[config.mk]
export PLATFORM = sky130hd
export DESIGN_NAME = leap_mem_loader
export DESIGN_NICKNAME = d
export VERILOG_FILES = /design/src/rtl/leap_mem_loader.sv
export SDC_FILE = /design/constraint.sdc
export NUM_CORES = 1
export LEC_CHECK = 0
export ABC_AREA = 1
export ABC_CLOCK_PERIOD_IN_PS = 1300
export BUFFER_PORTS_ARGS = -buffer_cell sky130_fd_sc_hd__buf_2
export CAP_MARGIN = 20
export CORE_MARGIN = 5
export CORE_UTILIZATION = 35
export CTS_CLUSTER_DIAMETER = 100
export CTS_CLUSTER_SIZE = 10
export DETAILED_ROUTE_END_ITERATION = 10
export PLACE_DENSITY_LB_ADDON = 0.08
export SLEW_MARGIN = 20
export SYNTH_ARGS = -nofsm -noshare
export SYNTH_HDL_FRONTEND = slang
export SYNTH_SLANG_ARGS = --single-unit
[constraint.sdc]
create_clock -name clk -period 1.3 [get_ports clk]
set_input_delay 0 -clock clk [delete_from_list [all_inputs] [get_ports clk]]
set_output_delay 0 -clock clk [all_outputs]
set_load 0.05 [all_outputs]
[src/rtl/leap_mem_loader.sv]
// rtl/leap_mem_loader.sv - streams upstream words into a RAM port and pulses done to start the kernel
//
// Purpose:
//   A load_start request captures a base word address and a word count. The
//   loader then accepts that many words from a valid/ready stream and writes
//   them to consecutive RAM addresses. The address wraps at 2^ADDR_W. When the
//   last word is accepted, done pulses for one cycle.
//
// Ports:
//   clk, reset                     clock; asynchronous active-low reset
//   load_start, base_addr, length  transfer request (length 0 goes straight to done)
//   memory_controller_waitrequest  memory-side stall; freezes the RAM port and intake
//   s_valid, s_data, s_ready       upstream word stream
//   mem_enable, mem_write_enable,
//   mem_address, mem_in,
//   mem_byteena                    registered RAM port-a write interface
//   busy, done                     transfer in progress / one-cycle completion pulse
//   checksum                       running sum of loaded words
//
// Configuration:
//   LEAP_LOADER_CHECKSUM_EN  when defined, checksum accumulates the accepted
//                            words (modulo 2^32). When it is undefined,
//                            checksum is tied to 0.

module leap_mem_loader #(
    parameter int ADDR_W = 10,
    parameter int DATA_W = 32,
    parameter int LEN_W  = 11
) (
    input  logic              clk,
    input  logic              reset,
    input  logic              load_start,
    input  logic [ADDR_W-1:0] base_addr,
    input  logic [LEN_W-1:0]  length,
    input  logic              memory_controller_waitrequest,
    input  logic              s_valid,
    input  logic [DATA_W-1:0] s_data,
    output logic              s_ready,
    output logic              mem_enable,
    output logic              mem_write_enable,
    output logic [ADDR_W-1:0] mem_address,
    output logic [DATA_W-1:0] mem_in,
    output logic              mem_byteena,
    output logic              busy,
    output logic              done,
    output logic [31:0]       checksum
);

    typedef enum logic [1:0] {
        ST_IDLE = 2'd0,
        ST_LOAD = 2'd1,
        ST_DONE = 2'd2
    } state_t;

    state_t            state;
    state_t            state_next;
    logic [ADDR_W-1:0] addr_cnt;
    logic [LEN_W-1:0]  remaining;
    logic              start_take;
    logic              accept;
    logic              last_accept;

    // A request is taken only in IDLE. A load_start in LOAD or DONE is ignored.
    assign start_take  = (state == ST_IDLE) && load_start;
    assign accept      = s_valid && s_ready;
    assign last_accept = accept && (remaining == LEN_W'(1));
    assign mem_byteena = 1'b1;

    always_ff @(posedge clk or negedge reset) begin
        if (!reset) begin
            state <= ST_IDLE;
        end else begin
            state <= state_next;
        end
    end

    always_comb begin
        state_next = state;
        s_ready    = 1'b0;
        busy       = 1'b0;
        done       = 1'b0;
        case (state)
            ST_IDLE: begin
                if (load_start) begin
                    state_next = (length == '0) ? ST_DONE : ST_LOAD;
                end
            end
            ST_LOAD: begin
                busy    = 1'b1;
                s_ready = !memory_controller_waitrequest && (remaining != '0);
                if (last_accept) begin
                    state_next = ST_DONE;
                end
            end
            ST_DONE: begin
                done       = 1'b1;
                state_next = ST_IDLE;
            end
            default: begin
                state_next = ST_IDLE;
            end
        endcase
    end

    always_ff @(posedge clk or negedge reset) begin
        if (!reset) begin
            addr_cnt  <= '0;
            remaining <= '0;
        end else if (start_take) begin
            addr_cnt  <= base_addr;
            remaining <= length;
        end else if (accept) begin
            addr_cnt  <= addr_cnt + ADDR_W'(1);
            remaining <= remaining - LEN_W'(1);
        end
    end

    // The write port is registered one cycle behind the accept.
    // While waitrequest is high, the whole port holds its values, so a write
    // already presented to the memory stays presented until the memory takes it.
    always_ff @(posedge clk or negedge reset) begin
        if (!reset) begin
            mem_enable       <= 1'b0;
            mem_write_enable <= 1'b0;
            mem_address      <= '0;
            mem_in           <= '0;
        end else if (!memory_controller_waitrequest) begin
            mem_enable       <= accept;
            mem_write_enable <= accept;
            if (accept) begin
                mem_address <= addr_cnt;
                mem_in      <= s_data;
            end
        end
    end

`ifdef LEAP_LOADER_CHECKSUM_EN
    logic [31:0] sum_q;

    // The sum restarts on every accepted request, including length 0.
    // After done it holds until the next request.
    always_ff @(posedge clk or negedge reset) begin
        if (!reset) begin
            sum_q <= '0;
        end else if (start_take) begin
            sum_q <= '0;
        end else if (accept) begin
            sum_q <= sum_q + 32'(s_data);
        end
    end

    assign checksum = sum_q;
`else
    assign checksum = '0;
`endif

endmodule

* After elaboration in Yosys (flattened, before gate mapping) *
Index checks and enable logic that the tools add are counted.

word-level totals
  flip-flop bits (word level) = 66
  input port bits = 58
  word-level logic and storage cells = 36

cells by class
  $add $sub $neg = 2
  eq/ne operators = 5
  muxes and demuxes = 11
  bitwise logic cells = 1
  reduce and logical (&&, ||, !) cells = 11

operators with widths
  cell                   number
  $mux 11                2
  $mux 10                2
  $eq 11x1->1 const B    1
  $logic_not 11->1       1
  $reduce_bool 11->1     1
  $sub 11x1->11 const B  1
  $add 10x1->10 const B  1
  $mux 2                 3
  $logic_and 1x1->1      4
  $ne 2x2->1 const B     2
  $pmux 2 s2             1
  $reduce_and 2->1       2
  $mux 1                 3
  $eq 2x1->1 const B     1
  $eq 2x2->1 const B     1
  $logic_not 2->1        1
  $reduce_bool 2->1      1
  $logic_not 1->1        1
  $not 1->1              1

* Longest topological paths before layout *
Gate-level depths: netlist of the first run.

  word-level depth = 7
  depth in mapped cells = 10
  mapped depth without buffers = 10

* Least setup slack after synthesis of the first run *
OpenSTA, ideal clock, no wires.

  kind = reg-to-reg
  from = reg remaining[0]
  to = reg remaining[5]
  data arrival time = 1.272 ns
  data required time = 1.175 ns
  slack = -0.097 ns
  cell stages (with the launch flop) = 11
  path buffers = 2
  clock period less this slack = 1.397 ns
  cell sequence = dfrtp_1 inv_1 ha_1 inv_1 nor2_2 nand2_2 nand3_4 buf_8 buf_6 nand3_1 nand3_1

between the ends
  word-level cells in the longest chain between the ends = 5

ends and longest elaborated chain
  item                                                                   RTL line  RTL
  start, declared                                                        58        logic [LEN_W-1:0] remaining;
  start signal, assigned                                                 111       remaining <= length;
  start signal, assigned                                                 114       remaining <= remaining - LEN_W'(1);
  parallel branches: the longest is 5 deep, another holds $sub 11x1->11  --

Several ways; the timed one is not identified. The select of a mux whose other input is x is not followed.
A chain may end at the register's enable or synchronous reset.

* Worst setup path after layout of the first run *
  from = reg remaining[9]
  to = reg addr_cnt[6]

between the ends
  word-level cells in the longest chain between the ends = 5

ends and longest elaborated chain
  item                                RTL line  RTL
  $reduce_bool 11->1                  90        s_ready = !memory_controller_waitrequest && (remaining != '0);
  $logic_and 1x1->1                   90
  $mux 1                              82        case (state)
  $logic_and 1x1->1                   65        assign accept = s_valid && s_ready;
  $reduce_bool 2->1 (no source line)  --
  end signal, assigned                110       addr_cnt <= base_addr;
  end signal, assigned                113       addr_cnt <= addr_cnt + ADDR_W'(1);
  end, declared                       57        logic [ADDR_W-1:0] addr_cnt;

No other way between the ends.

==> metrics.txt, run 1 <==
# TYPE chip_impl_metric gauge
chip_impl_metric{name="synth.yosys.seq_area_share",unit=""} 0.466
chip_impl_metric{name="design.final.nets",unit=""} 741
chip_impl_metric{name="slew_violations",unit=""} 0
chip_impl_metric{name="finalCriticalPeriod",unit="ps"} 1510
chip_impl_metric{name="ys_async_sr_fraction",unit=""} 1.00
chip_impl_metric{name="fmaxAchievable",unit="MHz"} 663
chip_impl_metric{name="netlist.area_leader.share",unit=""} 0.466
chip_impl_info{name="holdCritPathClass",value="in2reg"} 1
chip_impl_info{name="status",value="finished with violations"} 1
chip_impl_info{name="critical_path.top_delay_family",value="simple AND/OR/NAND/NOR gates"} 1
chip_impl_metric{name="grt_first_pass_wirelength",unit="um"} 18100
chip_impl_metric{name="detailroute.via_count",unit=""} 3541
chip_impl_metric{name="grt_use_total",unit=""} 0.177
chip_impl_metric{name="p_total",unit="mW"} 13.7
chip_impl_metric{name="clkSinkCount",unit=""} 66
chip_impl_info{name="cp_cell_sequence",value="nor2_4 -> nand2_2 -> nor2_4 -> nand2_2 -> nand3_4 -> buf_12 -> nand2_8 -> clkbuf_16 -> nand2_4 -> o21ai_2"} 1
chip_impl_metric{name="gp_congestion",unit=""} 0.765
chip_impl_metric{name="row_count",unit=""} 36
chip_impl_metric{name="synth_warn",unit=""} 0
chip_impl_metric{name="final_core_utilization",unit=""} 0.570
chip_impl_metric{name="floorplan.die.width",unit="um"} 111
chip_impl_metric{name="critPathRequiredTime",unit="ps"} 1540
chip_impl_metric{name="drt-total-wl",unit="um"} 10800
chip_impl_metric{name="insertedDiodeCount",unit=""} 0
chip_impl_metric{name="post_drt_via_cell_ratio",unit=""} 4.33
chip_impl_info{name="crit_slowest_cell",value="sky130_fd_sc_hd__dfrtp_1"} 1
chip_impl_metric{name="critical-path-max-stage-delay",unit="ps"} 410
chip_impl_metric{name="postSynthAreaPerCell",unit="um2"} 7.57
chip_impl_metric{name="finalHoldViolCount",unit=""} 0
chip_impl_metric{name="power_leakage",unit="nW"} 3.04
chip_impl_metric{name="postLayoutSetupSlackWorst",unit="ps"} -209
chip_impl_metric{name="vias_in_the_first_global_route",unit=""} 3581
chip_impl_metric{name="first_iter_violations",unit=""} 277
chip_impl_metric{name="timing.critical_path.arrival",unit="ps"} 1750
chip_impl_metric{name="remaining_drc_errors",unit=""} 0
chip_impl_info{name="worst-setup-path-type",value="reg2reg"} 1
chip_impl_info{name="synthFlopType",value="sky130_fd_sc_hd__dfrtp_1"} 1
chip_impl_metric{name="fin_setup_tns",unit="ps"} -8370
chip_impl_metric{name="core_region_area",unit="um2"} 9820
chip_impl_metric{name="initial_cell_density_of_the_core",unit=""} 0.361
chip_impl_info{name="violations",value="setup timing"} 1
chip_impl_metric{name="area.growth.synth_to_final",unit="%"} 58.1
chip_impl_metric{name="period_share",unit=""} 1.16
chip_impl_metric{name="place_hpwl",unit="um"} 7070
chip_impl_metric{name="overflow",unit=""} 0
chip_impl_metric{name="ctsHtreeMaxLevel",unit=""} 3
chip_impl_info{name="setup_repair_after_global_routing_missed_its_margin",value="yes"} 1
chip_impl_metric{name="worst_setup_hold_path_clk_slew",unit="ps"} 80
chip_impl_info{name="synth_top_area_cell",value="sky130_fd_sc_hd__dfrtp_1"} 1
chip_impl_metric{name="drtAntennaViolNets",unit=""} 0
chip_impl_metric{name="portBuffers",unit=""} 104
chip_impl_metric{name="fin_skew",unit="ps"} 13.0
chip_impl_metric{name="grt_start_max_net_pins",unit=""} 44
chip_impl_metric{name="ios",unit=""} 138
chip_impl_metric{name="post_syn_instances",unit=""} 468
chip_impl_metric{name="synth_cell_types",unit=""} 26
chip_impl_metric{name="critical_path.max_fanout",unit=""} 4
chip_impl_info{name="startpoint_type",value="flop"} 1
chip_impl_metric{name="grt_antenna_before_repair",unit=""} 0
chip_impl_metric{name="power_density",unit="nW/um2"} 2450
chip_impl_metric{name="crit_buf_inv",unit=""} 2
chip_impl_metric{name="final-setup-viol-count",unit=""} 67
chip_impl_metric{name="post_route_cells_drive_above_1_share",unit=""} 0.348
chip_impl_metric{name="tritoncts.num_buffers",unit=""} 9
chip_impl_info{name="clk_root_buffer_cell",value="sky130_fd_sc_hd__clkbuf_8"} 1
chip_impl_info{name="endpoint_kind",value="flop"} 1
chip_impl_info{name="cts_tree",value="built"} 1
chip_impl_metric{name="cts-root-to-sink-buffers",unit=""} 2
chip_impl_metric{name="die_y",unit="um"} 111
chip_impl_info{name="synth_area_leaders",value="sky130_fd_sc_hd__dfrtp_1 47%, sky130_fd_sc_hd__nand2_1 22%, sky130_fd_sc_hd__buf_4 7.2%, sky130_fd_sc_hd__nand3_1 5.1%, sky130_fd_sc_hd__inv_1 3.1%"} 1
chip_impl_metric{name="synth_area",unit="um2"} 3540
chip_impl_metric{name="synth.ff_latch_count",unit=""} 66
chip_impl_metric{name="synth_edf_count",unit=""} 0
chip_impl_metric{name="timing.max_cap.violations",unit=""} 0
chip_impl_metric{name="dieArea",unit="um2"} 12200
chip_impl_metric{name="clk_latency",unit="ps"} 360
chip_impl_metric{name="wl_cell",unit="um"} 13.2
chip_impl_metric{name="worst_ir_drop_vdd",unit="mV"} 1.06
chip_impl_metric{name="detail_route.first_pass.iterations",unit=""} 4
==> layout by cell type (no fill, tap or decap), types with 11 or more instances in the layout <==
master,Yosys,routed
sky130_fd_sc_hd__nand2_1,210,189
sky130_fd_sc_hd__nor2_1,23,15
sky130_fd_sc_hd__nand3_1,36,31
sky130_fd_sc_hd__nand2_2,1,16
sky130_fd_sc_hd__conb_1,2,33
sky130_fd_sc_hd__buf_2,9,101
sky130_fd_sc_hd__buf_4,34,44
sky130_fd_sc_hd__o21ai_1,10,11
sky130_fd_sc_hd__dlygate4sd3_1,0,53
sky130_fd_sc_hd__inv_1,29,23
sky130_fd_sc_hd__dfrtp_1,66,66
==> metrics by stage <==
| step | cell area (um2) | setup slack [ps] | hold slack, ps | instances |
|---|---|---|---|---|
| 2_1_floorplan | 3680 | -73.8 | -296 | 499 |
| 3_3_place_gp | 4410 | -165 | 33.4 | 733 |
| 3_5_place_dp | 4410 | -205 | 25.6 | 733 |
| 4_1_cts | 5400 | -226 | 1.99 | 813 |
| 5_1_grt | 5600 | -323 | 8.54 | 817 |
| 6_report | 5600 | -209 | 2.49 | 817 |
==> path summary, 6_finish.rpt <==
path	startpoint	end	slack (ps)	cells past startpoint
worst max register to register	remaining[9]	addr_cnt[6]	-210	10
worst min-delay path	s_valid	state[1]	2	3
worst min register to register	mem_in[6]	mem_in[6]	470	2
max in group asynchronous	reset	mem_in[15]	820	3
min in group asynchronous	reset	mem_in[4]	190	3
worst max-delay path	remaining[9]	addr_cnt[6]	-210	10
==> worst register-to-register path, stage by stage, from the launching register on <==
cell and delay [ps]:
sky130_fd_sc_hd__dfrtp_1 410, sky130_fd_sc_hd__nor2_4 140, sky130_fd_sc_hd__nand2_2 80, sky130_fd_sc_hd__nor2_4 100, sky130_fd_sc_hd__nand2_2 70, sky130_fd_sc_hd__nand3_4 130, sky130_fd_sc_hd__buf_12 130, sky130_fd_sc_hd__nand2_8 60
sky130_fd_sc_hd__clkbuf_16 170, sky130_fd_sc_hd__nand2_4 60, sky130_fd_sc_hd__o21ai_2 50
==> power breakdown <==
group | internal, mW | total (mW) | switching, mW
logic | 3.00 | 8.38 | 5.39
registers | 2.98 | 3.55 | 0.570
clock network | 0.898 | 1.79 | 0.891
==> cell type report <==
type | instances | area (um2)
Fill cell | 971 | 4220
Timing Repair Buffer | 220 | 1760
Multi-Input combinational cell | 351 | 1700
Sequential cell | 66 | 1650
Tap cell | 133 | 166
Clock buffer | 9 | 124
Inverter | 31 | 119
Clock inverter | 7 | 77.6
==> routing by layer <==
metal,vias up,share of wire,track usage
li1,1807,-,-
met1,1626,0.46,0.238
met2,97,0.48,0.290
met3,11,0.055,0.0427
met4,0,0.0096,0.0419
met5,-,0,0
==> state kept, by name (all words and copies together), names as in the netlist <==
| signal | flops |
|---|---|
| addr_cnt | 10 |
| mem_address | 10 |
| mem_in | 32 |
| mem_write_enable | 1 |
| remaining | 11 |
| state | 2 |
==> Yosys cell counts, types with 2 or more instances <==
library cell / n
sky130_fd_sc_hd__buf_6: 5
sky130_fd_sc_hd__clkbuf_1: 2
sky130_fd_sc_hd__conb_1: 2
sky130_fd_sc_hd__buf_2: 9
sky130_fd_sc_hd__inv_1: 29
sky130_fd_sc_hd__nand3_1: 36
sky130_fd_sc_hd__nor2_2: 3
sky130_fd_sc_hd__ha_1: 4
sky130_fd_sc_hd__nand4_1: 4
sky130_fd_sc_hd__dfrtp_1: 66
sky130_fd_sc_hd__or2_2: 2
sky130_fd_sc_hd__xor2_1: 5
sky130_fd_sc_hd__nand2_1: 210
sky130_fd_sc_hd__nand3b_1: 2
sky130_fd_sc_hd__o21ai_0: 12
sky130_fd_sc_hd__o21ai_1: 10
sky130_fd_sc_hd__nor2_1: 23
sky130_fd_sc_hd__xnor2_1: 2
sky130_fd_sc_hd__a21oi_1: 2
sky130_fd_sc_hd__buf_4: 34
==> repair_timing <==
item / 4_1_cts / 5_1_grt
hold buffers: 53 / 0
gates cloned: 2 / 4
endpoints found under the hold margin: 118 / 0
setup endpoints to repair: 68 / 69
setup buffers: 11 / 0
resized for setup: 41 / 38
pin swaps: 11 / 10
==> kinds of logic (layout without fill, tap and decap cells) <==
group / Yosys count / after routing / synth area share
other: 2 / 33 / 0.00212
XOR/XNOR: 7 / 7 / 0.0173
adder cells (fa/ha/maj): 4 / 4 / 0.0141
buffers and inverters: 82 / 267 / 0.140
AND/OR/NAND/NOR: 282 / 282 / 0.325
flip-flops: 66 / 66 / 0.466
AO/OA/AOI/OAI: 25 / 25 / 0.0357
Power figures use the tool's default switching activity.
==> inputs of run 2 (changes only) <==
--- a/config.mk
+++ b/config.mk
@@ -14,6 +14,7 @@
 export CTS_CLUSTER_DIAMETER = 100
 export CTS_CLUSTER_SIZE = 10
 export DETAILED_ROUTE_END_ITERATION = 10
+export HOLD_SLACK_MARGIN = 0.03
 export PLACE_DENSITY_LB_ADDON = 0.08
 export SLEW_MARGIN = 20
 export SYNTH_ARGS = -nofsm -noshare
==> metrics.txt, run 2 (synthesis gave the netlist of run 1 again) <==
# TYPE chip_impl_metric gauge
chip_impl_metric{name="overflow",unit=""} 0
chip_impl_metric{name="critical-path-max-stage-delay",unit="ps"} 420
chip_impl_info{name="reg.largest.list",value="mem_in: 32 flops, remaining: 11 flops"} 1
chip_impl_metric{name="finalHoldViolCount",unit=""} 0
chip_impl_metric{name="row_count",unit=""} 36
chip_impl_metric{name="worst_setup_hold_path_clk_slew",unit="ps"} 90
chip_impl_metric{name="design.final.nets",unit=""} 745
chip_impl_info{name="worst-setup-path-type",value="reg2out"} 1
chip_impl_metric{name="final-setup-viol-count",unit=""} 67
chip_impl_metric{name="critPathRequiredTime",unit="ps"} 1300
chip_impl_info{name="clk_root_buffer_cell",value="sky130_fd_sc_hd__clkbuf_8"} 1
chip_impl_metric{name="area.growth.synth_to_final",unit="%"} 59.3
chip_impl_metric{name="detail_route.first_pass.iterations",unit=""} 4
chip_impl_metric{name="tritoncts.num_buffers",unit=""} 9
chip_impl_metric{name="postLayoutSetupSlackWorst",unit="ps"} -212
chip_impl_metric{name="p_total",unit="mW"} 13.8
chip_impl_info{name="cts_tree",value="built"} 1
chip_impl_metric{name="largest_register_ffs",unit=""} 32
chip_impl_info{name="mostFrequentLayoutCells",value="189 x sky130_fd_sc_hd__nand2_1, 101 x sky130_fd_sc_hd__buf_2, 66 x sky130_fd_sc_hd__dfrtp_1"} 1
chip_impl_metric{name="timing.critical_path.arrival",unit="ps"} 1510
chip_impl_metric{name="drtAntennaViolNets",unit=""} 0
chip_impl_info{name="endpoint_kind",value="output pin"} 1
chip_impl_metric{name="drt-total-wl",unit="um"} 10800
chip_impl_metric{name="grt_first_pass_wirelength",unit="um"} 18100
chip_impl_metric{name="finalCriticalPeriod",unit="ps"} 1510
chip_impl_metric{name="ios",unit=""} 138
chip_impl_info{name="setup_repair_after_global_routing_missed_its_margin",value="yes"} 1
chip_impl_metric{name="gp_congestion",unit=""} 0.765
chip_impl_metric{name="dieArea",unit="um2"} 12200
chip_impl_metric{name="power_leakage",unit="nW"} 3.06
chip_impl_info{name="critical_path.top_delay_family",value="simple AND/OR/NAND/NOR gates"} 1
chip_impl_metric{name="period_share",unit=""} 1.16
chip_impl_metric{name="ctsHtreeMaxLevel",unit=""} 3
chip_impl_metric{name="grt_antenna_before_repair",unit=""} 0
chip_impl_info{name="violations",value="setup timing"} 1
chip_impl_metric{name="cts-root-to-sink-buffers",unit=""} 2
chip_impl_metric{name="die_y",unit="um"} 111
chip_impl_metric{name="floorplan.die.width",unit="um"} 111
chip_impl_metric{name="slew_violations",unit=""} 0
chip_impl_metric{name="crit_buf_inv",unit=""} 3
chip_impl_metric{name="vias_in_the_first_global_route",unit=""} 3594
chip_impl_metric{name="place_hpwl",unit="um"} 7070
chip_impl_metric{name="remaining_drc_errors",unit=""} 0
chip_impl_metric{name="first_iter_violations",unit=""} 224
chip_impl_metric{name="timing.max_cap.violations",unit=""} 0
chip_impl_metric{name="clk_latency",unit="ps"} 350
chip_impl_metric{name="post_route_cells_drive_above_1_share",unit=""} 0.346
chip_impl_info{name="crit_slowest_cell",value="sky130_fd_sc_hd__dfrtp_1"} 1
chip_impl_metric{name="core_region_area",unit="um2"} 9820
chip_impl_metric{name="portBuffers",unit=""} 104
chip_impl_info{name="holdCritPathClass",value="in2async"} 1
chip_impl_metric{name="wl_cell",unit="um"} 13.2
chip_impl_metric{name="insertedDiodeCount",unit=""} 0
chip_impl_metric{name="fin_skew",unit="ps"} 14.5
chip_impl_metric{name="fmaxAchievable",unit="MHz"} 661
chip_impl_metric{name="power_density",unit="nW/um2"} 2440
chip_impl_info{name="largest-register",value="mem_in"} 1
chip_impl_metric{name="grt_start_max_net_pins",unit=""} 44
chip_impl_metric{name="worst_ir_drop_vdd",unit="mV"} 1.06
chip_impl_metric{name="design_area",unit="um2"} 5640
chip_impl_info{name="cp_cell_sequence",value="nor2_4 -> nand2_2 -> nor2_4 -> nand2_2 -> buf_6 -> nand2_4 -> inv_2 -> buf_8"} 1
chip_impl_metric{name="detailroute.via_count",unit=""} 3563
chip_impl_metric{name="clkSinkCount",unit=""} 66
chip_impl_metric{name="critical_path.max_fanout",unit=""} 2
chip_impl_info{name="startpoint_type",value="flop"} 1
chip_impl_metric{name="grt_use_total",unit=""} 0.178
chip_impl_metric{name="initial_cell_density_of_the_core",unit=""} 0.361
chip_impl_info{name="layout_commonest_cell",value="sky130_fd_sc_hd__nand2_1"} 1
chip_impl_metric{name="post_drt_via_cell_ratio",unit=""} 4.34
chip_impl_metric{name="postPlaceCellArea",unit="um2"} 4410
chip_impl_info{name="status",value="finished with violations"} 1
-- run 2: changes by cell type in the layout (fill, tap and decap cells not counted) --
cell                            previous run  this run
sky130_fd_sc_hd__dlygate4sd3_1            53        57
sky130_fd_sc_hd__inv_2                     6         5
sky130_fd_sc_hd__inv_4                     1         2
-- run 2: layer usage --
layer | GRT usage | share of wire | vias to the layer above
li1 | - | - | 1815
met1 | 0.239 | 0.46 | 1643
met2 | 0.292 | 0.48 | 94
met3 | 0.0427 | 0.049 | 11
met4 | 0.0419 | 0.0096 | 0
met5 | 0 | 0 | -
-- run 2: final timing paths --
kind                                start             end  slack [ps]  depth (start not counted)
max                          remaining[9]         s_ready        -210                          8
min                                 reset      mem_in[29]         180                          3
max reg2reg                  remaining[9]     addr_cnt[4]        -210                         10
min reg2reg                mem_address[1]  mem_address[1]         470                          2
max in group asynchronous           reset      mem_in[15]         820                          3
min in group clk                s_data[0]       mem_in[0]         370                          4
-- run 2: per-stage QoR --
stage	setup TNS [ps]	util	hold WS [ps]	std cells	setup WS, ps
global placement	-7650	0.449	33.4	733	-165
global route	-16280	0.575	192	821	-322
finish	-8680	0.575	184	821	-212
detailed placement	-8970	0.449	25.6	733	-205
CTS	-10140	0.554	190	817	-226
floorplan	-3620	-	-296	499	-73.8
-- run 2: timing repair --
item | 4_1_cts | 5_1_grt
resized for setup | 41 | 39
setup endpoints to repair | 68 | 69
endpoints found under the hold margin | 121 | 0
buffers inserted | 11 | 0
pin swaps | 11 | 10
hold buffers | 57 | 0
gates cloned | 2 | 4
-- run 2: power breakdown --
part | switching, mW | total (mW) | leakage [nW] | internal [mW]
logic | 5.39 | 8.40 | 2.13 | 3.01
registers | 0.569 | 3.55 | 0.832 | 2.98
clock network | 0.900 | 1.80 | 0.0998 | 0.899
-- run 2: final cells by class --
type / count / area [um2]
clock inverter: 7 / 77.6
timing repair buffer: 224 / 1800
inverter: 31 / 121
multi-input combinational: 351 / 1700
sequential: 66 / 1650
tap: 133 / 166
fill: 960 / 4180
clock buffer: 9 / 124
-- run 2: worst reg2reg max path, cell delays in order, from the launching register on --
cell and delay, ps:
sky130_fd_sc_hd__dfrtp_1 420, sky130_fd_sc_hd__nor2_4 140, sky130_fd_sc_hd__nand2_2 80, sky130_fd_sc_hd__nor2_4 100
sky130_fd_sc_hd__nand2_2 70, sky130_fd_sc_hd__nand3_4 130, sky130_fd_sc_hd__buf_12 130, sky130_fd_sc_hd__nand2_8 60
sky130_fd_sc_hd__clkbuf_16 170, sky130_fd_sc_hd__nand2_2 50, sky130_fd_sc_hd__o21ai_1 50
==> inputs of run 3 (changes only) <==
--- a/config.mk
+++ b/config.mk
@@ -9,6 +9,7 @@
 export ABC_CLOCK_PERIOD_IN_PS = 1300
 export BUFFER_PORTS_ARGS = -buffer_cell sky130_fd_sc_hd__buf_2
 export CAP_MARGIN = 20
+export CORE_ASPECT_RATIO = 0.7
 export CORE_MARGIN = 5
 export CORE_UTILIZATION = 35
 export CTS_CLUSTER_DIAMETER = 100
==> metrics.txt, run 3 (synthesis gave the netlist of run 1 again) <==
# TYPE chip_impl_metric gauge
chip_impl_metric{name="fin_setup_tns",unit="ps"} -11550
chip_impl_metric{name="post_route_cells_drive_above_1_share",unit=""} 0.338
chip_impl_metric{name="die_y",unit="um"} 94.2
chip_impl_metric{name="crit_buf_inv",unit=""} 5
chip_impl_metric{name="row_count",unit=""} 30
chip_impl_metric{name="place_hpwl",unit="um"} 6870
chip_impl_metric{name="grt_start_max_net_pins",unit=""} 67
chip_impl_metric{name="area.growth.synth_to_final",unit="%"} 62.5
chip_impl_metric{name="clockPowerShare",unit=""} 0.172
chip_impl_metric{name="ios",unit=""} 138
chip_impl_metric{name="fin_skew",unit="ps"} 5.82
chip_impl_metric{name="fmaxAchievable",unit="MHz"} 658
chip_impl_info{name="startpoint_type",value="flop"} 1
chip_impl_metric{name="power_leakage",unit="nW"} 3.13
chip_impl_metric{name="clkSinkCount",unit=""} 66
chip_impl_metric{name="intPower",unit="mW"} 7.42
chip_impl_metric{name="drtAntennaViolNets",unit=""} 0
chip_impl_metric{name="grt_first_pass_wirelength",unit="um"} 17100
chip_impl_info{name="critical_path.top_delay_family",value="buffers and inverters"} 1
chip_impl_metric{name="power_frac_seq",unit=""} 0.251
chip_impl_metric{name="postLayoutSetupSlackWorst",unit="ps"} -220
chip_impl_metric{name="floorplan.die.width",unit="um"} 130
chip_impl_metric{name="gp_congestion",unit=""} 0.854
chip_impl_metric{name="insertedDiodeCount",unit=""} 0
chip_impl_metric{name="wl_cell",unit="um"} 13.7
chip_impl_metric{name="finalCriticalPeriod",unit="ps"} 1520
chip_impl_metric{name="slew_violations",unit=""} 0
chip_impl_info{name="holdCritPathClass",value="in2reg"} 1
chip_impl_metric{name="cts-root-to-sink-buffers",unit=""} 2
chip_impl_metric{name="grt_use_total",unit=""} 0.178
chip_impl_metric{name="remaining_drc_errors",unit=""} 0
chip_impl_info{name="crit_slowest_cell",value="sky130_fd_sc_hd__dfrtp_1"} 1
chip_impl_info{name="setup_repair_after_global_routing_missed_its_margin",value="yes"} 1
chip_impl_metric{name="fin_worst_hold_slack",unit="ps"} 65.6
chip_impl_info{name="mostFrequentLayoutCells",value="182 x sky130_fd_sc_hd__nand2_1, 102 x sky130_fd_sc_hd__buf_2, 66 x sky130_fd_sc_hd__dfrtp_1"} 1
chip_impl_info{name="cts_tree",value="built"} 1
chip_impl_info{name="status",value="finished with violations"} 1
chip_impl_metric{name="power_density",unit="nW/um2"} 2460
chip_impl_metric{name="ctsHtreeMaxLevel",unit=""} 3
chip_impl_metric{name="dieArea",unit="um2"} 12300
chip_impl_metric{name="grt_antenna_before_repair",unit=""} 0
chip_impl_metric{name="portBuffers",unit=""} 104
chip_impl_metric{name="worst_ir_drop_vdd",unit="mV"} 1.20
chip_impl_info{name="largest-register",value="mem_in"} 1
chip_impl_info{name="violations",value="setup timing"} 1
chip_impl_metric{name="post_drt_via_cell_ratio",unit=""} 4.41
chip_impl_metric{name="worst_setup_hold_path_clk_slew",unit="ps"} 60
chip_impl_metric{name="switching_power",unit="mW"} 6.76
chip_impl_info{name="layout_commonest_cell",value="sky130_fd_sc_hd__nand2_1"} 1
chip_impl_metric{name="critical_path.max_fanout",unit=""} 6
chip_impl_info{name="reg.largest.list",value="mem_in: 32 flops, remaining: 11 flops"} 1
chip_impl_metric{name="p_total",unit="mW"} 14.2
chip_impl_metric{name="clk_latency",unit="ps"} 330
chip_impl_info{name="endpoint_kind",value="flop"} 1
chip_impl_info{name="cp_cell_sequence",value="inv_2 -> ha_4 -> inv_2 -> nor2_2 -> nand2_2 -> nand3_4 -> buf_12 -> inv_8 -> buf_12 -> nand2_1 -> nand3_1"} 1
chip_impl_metric{name="first_iter_violations",unit=""} 115
chip_impl_metric{name="core_region_area",unit="um2"} 9800
chip_impl_metric{name="detail_route.first_pass.iterations",unit=""} 4
chip_impl_metric{name="critPathRequiredTime",unit="ps"} 1510
chip_impl_metric{name="tritoncts.num_buffers",unit=""} 9
chip_impl_info{name="clk_root_buffer_cell",value="sky130_fd_sc_hd__clkbuf_16"} 1
chip_impl_metric{name="netSwitchingFraction",unit=""} 0.477
chip_impl_metric{name="timing.max_cap.violations",unit=""} 0
chip_impl_metric{name="combinationalPowerShare",unit=""} 0.578
chip_impl_metric{name="initial_cell_density_of_the_core",unit=""} 0.362
chip_impl_metric{name="design.final.nets",unit=""} 743
chip_impl_metric{name="final-setup-viol-count",unit=""} 65
chip_impl_metric{name="detailroute.via_count",unit=""} 3592
chip_impl_metric{name="period_share",unit=""} 1.17
chip_impl_metric{name="timing.critical_path.arrival",unit="ps"} 1730
chip_impl_metric{name="drt-total-wl",unit="um"} 11200
chip_impl_metric{name="critical-path-max-stage-delay",unit="ps"} 380
chip_impl_metric{name="largest_register_ffs",unit=""} 32
chip_impl_metric{name="finalHoldViolCount",unit=""} 0
chip_impl_metric{name="vias_in_the_first_global_route",unit=""} 3529
chip_impl_info{name="worst-setup-path-type",value="reg2reg"} 1
chip_impl_metric{name="overflow",unit=""} 0
run 3: cell types whose count changed in the layout (fill, tap and decap cells not counted), moves of 5 or more:
cell                        before  now
sky130_fd_sc_hd__clkbuf_16       3   14
sky130_fd_sc_hd__clkbuf_8        9    1
sky130_fd_sc_hd__nand2_1       189  182
sky130_fd_sc_hd__nand2_2        16   23
sky130_fd_sc_hd__o21ai_0         6   12
sky130_fd_sc_hd__o21ai_2         5    0
run 3: path summary, 6_finish.rpt:
path	from	endpoint	slack (ps)	depth (start not counted)
worst min register to register	mem_in[1]	mem_in[1]	470	2
worst max-delay path	remaining[0]	remaining[10]	-220	11
worst min-delay path	base_addr[4]	addr_cnt[4]	70	5
min in group asynchronous	reset	mem_address[8]	210	3
worst max register to register	remaining[0]	remaining[10]	-220	11
max in group asynchronous	reset	remaining[5]	760	3
run 3: power by group through the flow:
stage	sequential (mW)	clock, mW	combinational, mW
2_1_floorplan	5.68	0	2.80
3_3_place_gp	3.55	0	7.03
3_5_place_dp	3.56	0	7.07
4_1_cts	3.55	2.49	7.87
5_1_grt	3.67	2.58	8.90
6_report	3.55	2.44	8.19
run 3: area by class of cell:
type | instances | area, um2
fillers | 899 | 4040
repair buffers | 222 | 1850
multi-input cells | 351 | 1670
flip-flops and latches | 66 | 1650
clock buffers | 11 | 243
well taps | 128 | 160
inverters | 31 | 124
clock inverters | 5 | 53.8
run 3: through the flow:
step	worst slack [ps]	std cells	cell area [um2]	util
2_1_floorplan	-73.8	499	3680	-
3_3_place_gp	-167	726	4390	0.448
3_5_place_dp	-210	726	4390	0.448
4_1_cts	-212	808	5530	0.565
5_1_grt	-306	814	5750	0.587
6_report	-220	814	5750	0.587
run 3: what timing repair did:
item / in CTS / in global routing
hold endpoints to repair: 120 / 0
cloned: 4 / 5
pin swaps: 15 / 11
endpoints found under the setup margin: 67 / 68
resized for setup: 39 / 32
setup buffers: 6 / 1
hold buffers: 56 / 0
run 3: tightest hold or removal path: cells and delay by family:
kind	cells	cell delay, ps
AO/OA/AOI/OAI	2	100
buffers and inverters	1	110
AND/OR/NAND/NOR	2	140
run 3: per-layer routing:
layer  global-route usage  share of wire
met4               0.0588          0.016
met5                    0              0
met2                0.280           0.47
met3               0.0494          0.051
met1                0.237           0.47
